<file path="src/rtl/ram_dump_streamer.sv">
// Walks every RAM address in order after a halt and streams {address, data}
// words to a sink over a valid/ready handshake, one RAM read per word.
module ram_dump_streamer #(
  parameter int ADDR_WIDTH = 4,
  parameter int DATA_WIDTH = 8
) (
  input  logic                  clk,
  input  logic                  reset,
  input  logic                  start,
  output logic                  busy,
  output logic                  done,
  output logic                  ram_rd_en,
  output logic [ADDR_WIDTH-1:0] ram_addr,
  input  logic [DATA_WIDTH-1:0] ram_rdata,
  output logic                  m_valid,
  input  logic                  m_ready,
  output logic [ADDR_WIDTH-1:0] m_addr,
  output logic [DATA_WIDTH-1:0] m_data,
  output logic                  m_last
);

  typedef enum logic [2:0] {
    IDLE,
    READ,
    WAIT,
    SEND,
    DONE
  } state_t;

  localparam logic [ADDR_WIDTH-1:0] LAST_ADDR = '1;
  localparam logic [ADDR_WIDTH-1:0] ONE       = 1;

  state_t                  state;
  state_t                  state_nxt;
  logic [ADDR_WIDTH-1:0]   count;
  logic                    xfer;
  logic                    launch;

  assign xfer   = m_valid && m_ready;
  assign launch = ((state == IDLE) || (state == DONE)) && start;

  // NOTE: sequential state uses non-blocking assignments so every register
  // samples the pre-edge values of the others, independent of block order.
  always_ff @(posedge clk) begin
    if (!reset) state <= IDLE;
    else        state <= state_nxt;
  end

  // NOTE: every output gets a default before the case so no path leaves a
  // signal unassigned, which would otherwise infer a latch.
  always_comb begin
    state_nxt = state;
    busy      = 1'b0;
    done      = 1'b0;
    ram_rd_en = 1'b0;
    m_valid   = 1'b0;
    ram_addr  = count;
    case (state)
      IDLE: if (start) state_nxt = READ;
      READ: begin
        busy      = 1'b1;
        ram_rd_en = 1'b1;
        state_nxt = WAIT;
      end
      WAIT: begin
        busy      = 1'b1;
        state_nxt = SEND;
      end
      SEND: begin
        busy    = 1'b1;
        m_valid = 1'b1;
        if (xfer) state_nxt = m_last ? DONE : READ;
      end
      DONE: begin
        done = 1'b1;
        if (start) state_nxt = READ;
      end
      default: state_nxt = IDLE;
    endcase
  end

  // The stream word is loaded only in WAIT, so later RAM writes cannot
  // disturb a word that is being held under backpressure.
  always_ff @(posedge clk) begin
    if (!reset) begin
      count  <= '0;
      m_addr <= '0;
      m_data <= '0;
      m_last <= 1'b0;
    end else begin
      if (launch) begin
        count <= '0;
      end else if ((state == SEND) && xfer && !m_last) begin
        count <= count + ONE;
      end
      if (state == WAIT) begin
        m_data <= ram_rdata;
        m_addr <= count;
        m_last <= (count == LAST_ADDR);
      end
    end
  end

endmodule

</file>
<file path="config.mk">
export PLATFORM = sky130hd
export DESIGN_NAME = ram_dump_streamer
export DESIGN_NICKNAME = d
export VERILOG_FILES = /design/src/rtl/ram_dump_streamer.sv
export SDC_FILE = /design/constraint.sdc
export NUM_CORES = 1
export LEC_CHECK = 0
export CAP_MARGIN = 5
export CORE_UTILIZATION = 38
export DETAILED_ROUTE_END_ITERATION = 6
export PLACE_DENSITY = 0.73
export SLEW_MARGIN = 20
export SYNTH_ARGS = -nofsm -noshare
export SYNTH_HDL_FRONTEND = slang
export SYNTH_SLANG_ARGS = --single-unit
</file>
<file path="constraint.sdc">
create_clock -name clk -period 1.25 [get_ports clk]
set_clock_uncertainty 0.1 [all_clocks]
set_input_delay 0.25 -clock clk [delete_from_list [all_inputs] [get_ports clk]]
set_output_delay 0.25 -clock clk [all_outputs]
set_load 0.1 [all_outputs]
</file>
==> impl_results.md <==
- Status: finished, violations left
- Failing checks: negative setup slack
- Data required, critical path: 0.90 ns
- CTS tree: yes
- Net load switching power: between 600 and 700 uW
- Number of global-route vias before repair: roughly 1000
- Multi-input logic area: approximately 600 um^2
- Die width: 50.2 um
- Flops & latches, synth: 20
- DRT iter0 DRCs: 30
- Number of flops mapped to enable cells by yosys: 0
- Area share of the largest cell type after synthesis: between 40% and 50%
- Post-Place Cells: around 170
- # clock sinks: 20
- Post-Route Utilization: approximately nine tenths
- Commonest cells in the netlist: nand2_1 (25), dfxtp_1 (20), a21boi_1 (11)
- Crit-path max FO: 7
- # DRC: 0
- Global-route wire length before repair: ~4600 um
- Fill count: between 80 and 90
- R2R Path Start: state[0]$_SDFFE_PN0P_
- Critical path class: flip-flop to primary output
- Starting Density: between 40% and 50%
- Prevailing post-synth register cell: dfxtp_1
- RSZ-0062 raised after global routing: true
- Slew of the pin with the lowest slew margin: between 0.4 and 0.5 ns
- Setup violations, final: 28
- Ports: 33
- Clock Pin Slew Worst Setup and Hold Paths: 0.11 ns
- Die Ht: 50.2 um
- DIE AREA: 2520 um^2
- Post-synthesis sequential area ratio: a little under half
- Sw frac: a little over a third
- Leakage dissipation: ~0.8 nW
- Drt pass-1 iters: 4
- Hold-fix buffers, CTS: 0
- Syn Area/Cell: approximately 8.8 um^2
- Max Clock Freq: 603 MHz
- Placed inst area: 1620 um^2
- Post-DP HPWL: 1810 um
- # rows: 17
- Critical path arrival: ~1.3 ns
- Worst-Skew Late Latency: between 0.3 and 0.4 ns
- WL final: roughly 3600 um
- Post-route non-filler standard cell count: roughly 190
- Flip-flop and latch area: 448 um^2
- Hold Crit Class: flip-flop to flip-flop
- Warnings, synthesis: 0
- Antenna violations before repair: 0
- Comb power frac: between 40% and 50%
- Post-synth net total: ~110
- Max-slew headroom: between 70% and 80%
- Drt wl/cell: ~19 um
- VDD IR max: around 0.75 mV
- Nets: ~180
- GPL Wtd Cong: ~0.85
- DR vias/cell: 5.61
- Grt ovf: 0
- Worst Hold Launch: m_data[1]$_SDFFE_PN0N_
- Clk buf depth: 2
- Final instance area: 1970 um^2
- Synthesized cell area: roughly 880 um^2
- Core area: 2190 um^2
- Final TNS setup: -5.83 ns
- Vias: 1071
- Crit path from: state[1]$_SDFFE_PN0P_
- Worst Setup End Kind: primary output
- Startpoint types: flip-flop
- Clock power frac: between 10% and 20%
- Pin count of the biggest net entering global routing: 12
- Final worst path period need: 1.66 ns
- Final Hold Violating Endpoints: 0
- H-tree depth: 1
- Antenna-violating nets left: 0
- Internal: roughly 1.1 mW
- Cell variety after synth: 30
- Cells after synthesis: 100
- Port Buffers: 32
- Total Power: between 1.5 and 2 mW
- Max_cap viols: 0
- Cell with the most instances after synthesis: nand2_1
- Num CTS Buffers: 3
- N_diodes: 0
- Final period utilization: 133%
- Post-synth ARST share: 0%
- Synth area leaders: dfxtp_1 (45%), nand2_1 (11%), a21boi_1 (9.3%)
- All-layer global routing usage: roughly 25%
- Largest area contributor in the synthesized netlist: dfxtp_1
- Max Slew Vio Count: 0
- Area growth syn-to-layout: 123%
- Seq pwr share: between 40% and 50%
- Layout cells sized above 1: 66.3%
- Clk Tree Root Cell: clkbuf_4
- Power Density: about 860 nW/um^2
- Setup slack after layout: -0.408 ns
state kept, by name (all words and copies together), names as in the netlist:
name / flops
m_addr: 4
state: 3
ram_addr: 4
m_data: 8
m_last: 1
what timing repair did:
| item | 4_1_cts | 5_1_grt |
|---|---|---|
| buffers inserted | 10 | 9 |
| gates resized for setup | 19 | 36 |
| setup endpoints to repair | 28 | 29 |
| gates cloned | 0 | 0 |
| pin swaps | 4 | 21 |
routing by layer:
metal,part of all wire [%],wire (um),GRT usage (%)
met1,40,1450,24.5
met2,50,1800,45.6
met3,5.1,183,7.58
met4,4.2,152,13.8
met5,0,0,0
power by group through the flow:
stage	logic, mW	registers [mW]	clock network, mW
after floorplan	0.205	0.800	0
after global placement	0.508	0.706	0
after detailed placement	0.517	0.708	0
after CTS	0.577	0.692	0.332
after global routing	0.697	0.690	0.356
final	0.678	0.687	0.320
placed cells by master (no fill, tap or decap), drive strengths merged:
master / n
buf: 55
nand2: 25
dfxtp: 20
a21boi: 13
clkdlybuf4s50: 10
nor3b: 5
a21oi: 4
clkbuf: 3
o21ai: 3
inv: 2
nor2: 2
nand3: 2
nand2b: 2
or3: 2
nand4b: 1
o31ai: 1
or4: 1
or3b: 1
and4b: 1
nand3b: 1
and3: 1
a311oi: 1
o21a: 1
a22oi: 1
nor2b: 1
nand4: 1
ha: 1
clkinv: 1
dlygate4sd2: 1
kinds of logic (layout without fill, tap and decap cells):
kind of cell / Yosys count / count (layout) / share of synthesized area, %
flip-flops: 20 / 20 / 45.3
adder cells (fa/ha/maj): 1 / 1 / 1.42
buffers and inverters: 9 / 72 / 5.81
AO/OA/AOI/OAI: 24 / 24 / 18.6
AND/OR/NAND/NOR: 46 / 46 / 28.9
final timing paths:
kind | end | slack (ns) | depth (start not counted)
max | done | -0.41 | 3
min | m_data[1]$_SDFFE_PN0N_ | 0.39 | 2
max reg2reg | m_data[7]$_SDFFE_PN0N_ | -0.34 | 7
min reg2reg | m_data[1]$_SDFFE_PN0N_ | 0.39 | 2
critical path, stage by stage (launching register included):
cell and delay, ns:
dfxtp_4 0.39, buf_6 0.13, nor3b_4 0.27, buf_12 0.21
stage by stage:
stage                     hold WS [ns]  setup slack (ns)
after CTS                        0.372            -0.382
after floorplan                  0.277            -0.559
final                            0.386            -0.408
after global routing             0.397            -0.432
after global placement           0.361            -0.416
after detailed placement         0.367            -0.490
layout make-up:
type,count,share of cell area [%]
Clock buffer,3,1.14
Clock inverter,1,0.191
Inverter,2,0.381
Multi-Input combinational cell,71,30.6
Sequential cell,20,22.8
Tap cell,28,1.78
Timing Repair Buffer,66,43.2
No activity file was read; power rests on OpenSTA's default activity.
